===== config.mk =====
export PLATFORM = sky130hd
export DESIGN_NAME = ssd_display_driver
export DESIGN_NICKNAME = d
export VERILOG_FILES = /design/src/rtl/ssd_display_driver.sv
export SDC_FILE = /design/constraint.sdc
export NUM_CORES = 1
export LEC_CHECK = 0
export ABC_AREA = 1
export BUFFER_PORTS_ARGS = -buffer_cell sky130_fd_sc_hd__buf_2
export CAP_MARGIN = 10
export CORE_ASPECT_RATIO = 0.6
export CORE_MARGIN = 2
export CORE_UTILIZATION = 59
export DETAILED_ROUTE_END_ITERATION = 12
export PLACE_DENSITY = 0.79
export SETUP_SLACK_MARGIN = 0.02
export SLEW_MARGIN = 25
export SYNTH_ARGS = -nofsm -noshare
export SYNTH_HDL_FRONTEND = slang
export SYNTH_SLANG_ARGS = --single-unit

===== constraint.sdc =====
create_clock -name clk -period 3.2 [get_ports clk]
set_clock_uncertainty 0.2 [all_clocks]
set_input_delay 0.48 -clock clk [delete_from_list [all_inputs] [get_ports clk]]
set_output_delay 0.48 -clock clk [all_outputs]
set_load 0.02 [all_outputs]

===== src/rtl/ssd_display_driver.sv =====
// Four-digit seven-segment driver: converts a 13-bit binary value to BCD
// with a shift-and-add-3 FSM, then time-multiplexes the digits onto the
// active-low anode/segment lines.
module ssd_display_driver #(
  parameter int unsigned REFRESH_DIV = 100000,
  parameter bit          BLANK_LZ    = 1'b1
) (
  input  logic        clk,
  input  logic        rst,
  input  logic [12:0] num,
  output logic [3:0]  anode,
  output logic [6:0]  seg,
  output logic [15:0] bcd,
  output logic        busy
);

  localparam int unsigned NUM_W  = 13;
  localparam int unsigned BCD_W  = 16;
  localparam int unsigned ITER_W = 4;
  localparam int unsigned CNT_W  = (REFRESH_DIV > 1) ? $clog2(REFRESH_DIV) : 1;

  localparam logic [ITER_W-1:0] ITERS    = ITER_W'(NUM_W);
  localparam logic [CNT_W-1:0]  CNT_LAST = CNT_W'(REFRESH_DIV - 1);
  localparam logic [6:0]        SEG_BLANK = 7'b1111111;

  typedef enum logic [1:0] {
    IDLE  = 2'd0,
    LOAD  = 2'd1,
    SHIFT = 2'd2,
    DONE  = 2'd3
  } state_t;

  state_t              state_q, state_d;
  logic                valid_q, valid_d;
  logic [NUM_W-1:0]    src_q, src_d;
  logic [NUM_W-1:0]    shift_q, shift_d;
  logic [BCD_W-1:0]    scratch_q, scratch_d;
  logic [ITER_W-1:0]   iter_q, iter_d;
  logic [BCD_W-1:0]    bcd_d;
  logic                busy_d;

  logic [CNT_W-1:0]    refresh_q;
  logic [1:0]          digit_q;
  logic [3:0]          nibble;
  logic                upper_zero;

  // Add 3 to every BCD nibble that is 5 or more, ahead of the doubling shift
  function automatic logic [BCD_W-1:0] add3(input logic [BCD_W-1:0] v);
    logic [BCD_W-1:0] r;
    r = v;
    for (int i = 0; i < 4; i++) begin
      if (v[4*i +: 4] >= 4'd5) r[4*i +: 4] = v[4*i +: 4] + 4'd3;
    end
    return r;
  endfunction

  // Converter state and datapath registers
  always_ff @(posedge clk or negedge rst) begin
    if (!rst) begin
      state_q   <= IDLE;
      valid_q   <= 1'b0;
      src_q     <= '0;
      shift_q   <= '0;
      scratch_q <= '0;
      iter_q    <= '0;
      bcd       <= '0;
      busy      <= 1'b0;
    end else begin
      state_q   <= state_d;
      valid_q   <= valid_d;
      src_q     <= src_d;
      shift_q   <= shift_d;
      scratch_q <= scratch_d;
      iter_q    <= iter_d;
      bcd       <= bcd_d;
      busy      <= busy_d;
    end
  end

  // Next-state and datapath for the binary-to-BCD conversion
  always_comb begin
    state_d   = state_q;
    valid_d   = valid_q;
    src_d     = src_q;
    shift_d   = shift_q;
    scratch_d = scratch_q;
    iter_d    = iter_q;
    bcd_d     = bcd;
    case (state_q)
      IDLE: begin
        if (!valid_q || (num != src_q)) state_d = LOAD;
      end
      LOAD: begin
        src_d     = num;
        shift_d   = num;
        scratch_d = '0;
        iter_d    = ITERS;
        state_d   = SHIFT;
      end
      SHIFT: begin
        {scratch_d, shift_d} = {add3(scratch_q), shift_q} << 1;
        iter_d = iter_q - ITER_W'(1);
        if (iter_q == ITER_W'(1)) state_d = DONE;
      end
      DONE: begin
        bcd_d   = scratch_q;
        valid_d = 1'b1;
        state_d = IDLE;
      end
      default: state_d = IDLE;
    endcase
    busy_d = (state_d != IDLE);
  end

  // Refresh timer and digit scan; anode rotates with the digit index
  always_ff @(posedge clk or negedge rst) begin
    if (!rst) begin
      refresh_q <= '0;
      digit_q   <= 2'd0;
      anode     <= 4'b1110;
    end else if (refresh_q == CNT_LAST) begin
      refresh_q <= '0;
      digit_q   <= digit_q + 2'd1;
      anode     <= {anode[2:0], anode[3]};
    end else begin
      refresh_q <= refresh_q + CNT_W'(1);
    end
  end

  // Select the lit digit's nibble and whether all digits above it are zero
  always_comb begin
    nibble     = bcd[3:0];
    upper_zero = 1'b0;
    case (digit_q)
      2'd0: begin nibble = bcd[3:0];   upper_zero = 1'b0;              end
      2'd1: begin nibble = bcd[7:4];   upper_zero = (bcd[15:4]  == '0); end
      2'd2: begin nibble = bcd[11:8];  upper_zero = (bcd[15:8]  == '0); end
      2'd3: begin nibble = bcd[15:12]; upper_zero = (bcd[15:12] == '0); end
      default: begin nibble = bcd[3:0]; upper_zero = 1'b0;             end
    endcase
  end

  // Segment decode ({g,f,e,d,c,b,a}, active low) with leading-zero blanking
  always_comb begin
    seg = SEG_BLANK;
    case (nibble)
      4'd0: seg = 7'b1000000;
      4'd1: seg = 7'b1111001;
      4'd2: seg = 7'b0100100;
      4'd3: seg = 7'b0110000;
      4'd4: seg = 7'b0011001;
      4'd5: seg = 7'b0010010;
      4'd6: seg = 7'b0000010;
      4'd7: seg = 7'b1111000;
      4'd8: seg = 7'b0000000;
      4'd9: seg = 7'b0010000;
      default: seg = SEG_BLANK;
    endcase
    if (BLANK_LZ && upper_zero) seg = SEG_BLANK;
  end

endmodule


# Word-level counts from Yosys, hierarchy flattened
# Memory sizes are Yosys's and may differ from the RTL's.
# Index checks and enable logic that the tools add are counted.
[op_classes]
add_sub_neg = 7
magnitude_cmp = 4
eq_ne = 9
n_mux = 14
reduce_logical = 9
[op_table]
columns = ["operator", "count"]
rows = [
  ["one-hot mux 16 bit (2 select lines)", 1],
  ["one-hot mux 13 bit (2 select lines)", 1],
  ["adder 17 x 1 -> 17 bit (second input constant)", 1],
  ["equality test 17 bit (second input constant)", 1],
  ["two-way mux 17 bit", 1],
  ["greater-or-equal comparator 4 x 3 -> 1 bit (second input constant)", 4],
  ["one-hot mux 4 bit (4 select lines)", 1],
  ["inequality test 13 bit", 1],
  ["adder 4 x 2 -> 4 bit (second input constant)", 3],
  ["zero test 12 bit", 1],
  ["two-way mux 4 bit", 3],
  ["equality test 2 bit (second input constant)", 4],
  ["zero test 8 bit", 1],
  ["one-hot mux 2 bit (4 select lines)", 1],
  ["one-hot mux 4 bit (2 select lines)", 1],
  ["two-way mux 7 bit", 1],
  ["equality test 2 x 1 -> 1 bit (second input constant)", 2],
  ["equality test 4 x 1 -> 1 bit (second input constant)", 1],
  ["zero test 2 bit", 2],
  ["zero test 4 bit", 1],
  ["two-way mux 2 bit", 2],
  ["one-hot mux 1 bit (4 select lines)", 1],
  ["nonzero test 2 bit", 2],
  ["subtractor 4 x 1 -> 4 bit (second input constant)", 1],
  ["5 further kinds", 5],
]
[word_totals]
reg_bits = 89
mem_bits_ro = 112
out_inout_bits = 28
n_memories = 1
[memory_table]
columns = ["name", "depth", "word_bits", "read_ports", "rd_clocked_by_memory_dff", "wr", "line", "text"]
rows = [
  ["(name not given)", 16, 7, 1, 0, 0, "146", "case (nibble)"],
]

# Longest topological paths before layout
[logic_depth]
ltp_word = 5
mapped_depth = 12
mapped_depth_nobuf = 12

# Worst setup path after synthesis
# OpenSTA, ideal clock, no wires.
[synth_path]
path_kind = "reg-to-output"
startpoint = "reg digit_q[0]"
endpoint = "out seg[1]"
arrival_ns = 1.806
t_required_ns = 2.520
setup_slack_ns = 0.714
path_stages_with_launch = 8
n_path_buf = 0
path_cell_list = "dfrtp_1 -> inv_1 -> ha_1 -> inv_2 -> nand2_1 -> o21bai_1 -> ha_1 -> o211ai_1"
[synth_between]
elab_chain_len = 4
word_cells_on_any_way = 8
[synth_lines]
columns = ["element", "line", "text"]
rows = [
  ["start: declaration", "43", "logic [1:0] digit_q;"],
  ["start signal: assignment", "123", "digit_q <= digit_q + 2'd1;"],
  ["equality test 2 bit, or another cell as far along", "134", "case (digit_q)"],
  ["one-hot mux 4 bit (4 select lines)", "134", ""],
  ["memory (16 x 7 bit)", "--", ""],
  ["two-way mux 7 bit (*)", "159", "if (BLANK_LZ && upper_zero) seg = SEG_BLANK;"],
  ["end: declaration", "12", "output logic [6:0] seg,"],
]
# Mark *: on every way between the ends. The rest lies on a longest branch, timed or not.

# Final worst setup path
[layout_path]
startpoint = "reg digit_q[0]"
endpoint = "out seg[3]"
# Same word-level chain as after synthesis.

==> results.tsv <==
stage	metric	value	unit
global_routing	largest net degree at the start of global routing	48	
sta	fin. max-slew vios	0	
floorplanning	row cnt	25	
clocking	H-tree levels	3	
setup_path	launch point of the worst path	digit_q[0]	
clocking	Num CTS Buffers	9	
setup_path	Max FO, Critical Path	7	
run	Max-cap violations	0	
sta	final hold vios	0	
synthesis	Post-Synthesis Cell Area	0.00477	mm²
routing	DRC errors left	0	
setup_path	Worst R2R Start	state_q[0]	
floorplanning	core area	0.00785	mm²
hold_path	Hold WC Path Type	in -> reg	
routing	TritonRoute pass-1 iters	5	
routing	Vias	4072	
routing	1st-iter DRT viols	326	
setup_path	Setup crit end kind	output pin	
floorplanning	initial cell density of the core	60.8	%
setup_path	Crit-path slowest cell	dfrtp_1	
routing	Routed WL	10400	µm
layout	Antenna diodes	0	
global_routing	Congestion Overflow GR	0	
clocking	worst skew pair latency	340	ps
setup_path	WS Path Type	reg -> out	
setup_path	CP arrival	2310	ps
sta	total negative setup slack	0	ps
setup_path	Critical Path RT	2520	ps
power_and_ir_drop	PD cells	756	mW/mm²
layout	fin nets	686	
routing	Antenna Nets Post-Route	0	
clocking	CTS max path bufs	2	
setup_path	critical path cell sequence	inv_1 -> ha_1 -> inv_2 -> nand2_2 -> o21ai_4 -> inv_1 -> ha_1 -> nand2_1 -> nand2_1 -> nand2_1 -> nand2_1 -> buf_2	
synthesis	Gate Count Post-Synth	606	
floorplanning	chip width	120	µm
status	outcome	finished clean	
clocking	CTS Sinks	89	
synthesis	Seq/Total Area, Yosys	46.7	%
sta	final worst path period need	2990	ps
floorplanning	Die ar.	0.00885	mm²
clocking	clock-pin transition on the worst setup and hold timing paths	60	ps
power_and_ir_drop	power consumption	4.09	mW
synthesis	library cells used by synthesis	30	
clocking	root buffer cell	clkbuf_16	
synthesis	Synth Register Bits	89	
layout	share of layout cells above drive strength 1	14.5	%
setup_path	critical path's most frequent cell	nand2_1	
sta	measured slew at the worst slew-check pin	817	ps
global_routing	initial antenna violation count	0	
setup_path	cell family with most CP delay	adder cells	
sta	Achievable Freq	0.334	GHz
global_routing	total global-route track usage	25.5	%
place	Buffers on Ports	42	
setup_path	slowest stage delay, CP	400	ps
floorplanning	Die Y	73.7	µm
sta	RSZ-0062 raised after global routing	no	
setup_path	CP Launch Type	register	
setup_path	number of buffers and inverters on the critical path	4	
hold_path	hold_sp	num[10]	
sta	Max-slew headroom	45.6	%
power_and_ir_drop	peak supply drop	0.547	mV
global_routing	first-pass GRT wire length	17600	µm
place	Final GP Congestion	0.925	
place	DP HPWL	7530	µm
synthesis	Syn Area/Cell	7.87	µm²
setup_path	reg-to-reg slack, setup	1080	ps
layout	# fillers	621	
floorplanning	I/O pin cnt	43	
layout	Area growth syn-to-layout	13.5	%
synthesis	Net Count, Synth	643	
power_and_ir_drop	P_leak	2.74	nW
clocking	TritonCTS clock tree	built	
sta	fin crit share	93.6	%
routing	Avg WL per Cell	13.7	µm
sta	Final setup viols	0	
synthesis	Yosys warnings	0	
global_routing	vias in the first global route	3776	
routing	vias per cell	5.34	
[cell usage after synthesis, drive strengths merged]
master  number  area [µm²]
clkinv       1        8.76
o211ai      10        75.1
nand2      174         686
o21ai       74         400
clkbuf       9        33.8
ha          22         275
buf          4        20.0
xnor2        1        8.76
dfrtp       86        2150
and2         1        6.26
o221ai       1        8.76
a21oi       18        90.1
or2          3        18.8
inv         94         353
o22ai        7        43.8
nor2        46         205
o21bai       1        7.51
nand4        6        37.5
nand3       28         140
xor2        10        87.6
nor3         7        35.0
dfstp        3        78.8
[registers in the layout (all words and copies together) (netlist names)]
signal and count:
busy 1, shift_q 13, anode 4, scratch_q 16, src_q 13, valid_q 1, digit_q 2, iter_q 4
refresh_q 17, bcd 16, state_q 2
[worst min-delay path: cells and delay by family]
kind,cells,cell delay [ps]
compound gates,1,60
buf+inv,1,100
simple gates,1,40
[logic make-up after synthesis]
| kind of cell | count (synthesis) | synth area share, % |
|---|---|---|
| xor+xnor | 11 | 2.02 |
| simple gates | 265 | 23.6 |
| buf+inv | 108 | 8.70 |
| flops | 89 | 46.7 |
| compound gates | 111 | 13.1 |
| fa+ha+maj | 22 | 5.77 |
[what timing repair did]
action                                  4_1_cts  5_1_grt
gates resized for setup                       0        1
hold buffers                                  1        0
endpoints found under the setup margin        0        3
setup buffers                                 0        0
endpoints found under the hold margin        39        0
[routing by layer]
metal  GRT usage, %  wire (µm)  up-vias
met1           36.2       5000     1957
li1               -          -     2004
met4           6.14        101        0
met3           5.75        467       11
met5              0          0        -
met2           40.3       4850      100
[cell usage in the layout, fill, tap and decap left out, drive strengths merged]
cell type      n
nand2        174
inv           94
dfrtp         86
o21ai         74
nor2          46
buf           44
nand3         28
ha            22
a21oi         18
clkbuf        12
xor2          10
o211ai        10
nor3           7
o22ai          7
nand4          6
or2            3
dfstp          3
clkinv         3
o21bai         1
xnor2          1
and2           1
o221ai         1
bufinv         1
clkinvlp       1
dlygate4sd3    1
[power breakdown]
group / switching (mW) / internal (mW) / total [mW]
logic: 1.03 / 0.471 / 1.51
clock network: 0.424 / 0.648 / 1.07
registers: 0.143 / 1.37 / 1.52
[through the flow]
step | setup WS [ps] | util, % | hold WS (ps) | area [µm²] | std cells
after floorplan | 714 | - | -15.6 | 4770 | 606
after global placement | 660 | 64.9 | 245 | 5090 | 745
after detailed placement | 538 | 64.9 | 270 | 5090 | 745
after CTS | 138 | 68.9 | 168 | 5410 | 762
after global routing | 95.7 | 69.0 | 192 | 5420 | 762
final | 206 | 69.0 | 176 | 5420 | 762
[final timing paths]
path / end / cells past startpoint
worst max-delay path: seg[3] / 12
worst min-delay path: src_q[10] / 3
worst max register to register: scratch_q[11] / 6
worst min register to register: refresh_q[0] / 1
max in group asynchronous: scratch_q[1] / 3
min in group asynchronous: src_q[5] / 2
[area by class of cell]
type	count	area, µm²	area share (%)
clock buffers	12	256	4.74
clock inverters	4	51.3	0.947
inverters	95	362	6.68
multi-input cells	409	2130	39.3
flip-flops and latches	89	2230	41.2
well taps	108	135	2.50
repair buffers	45	250	4.62
(Power assumes the default switching activity.)
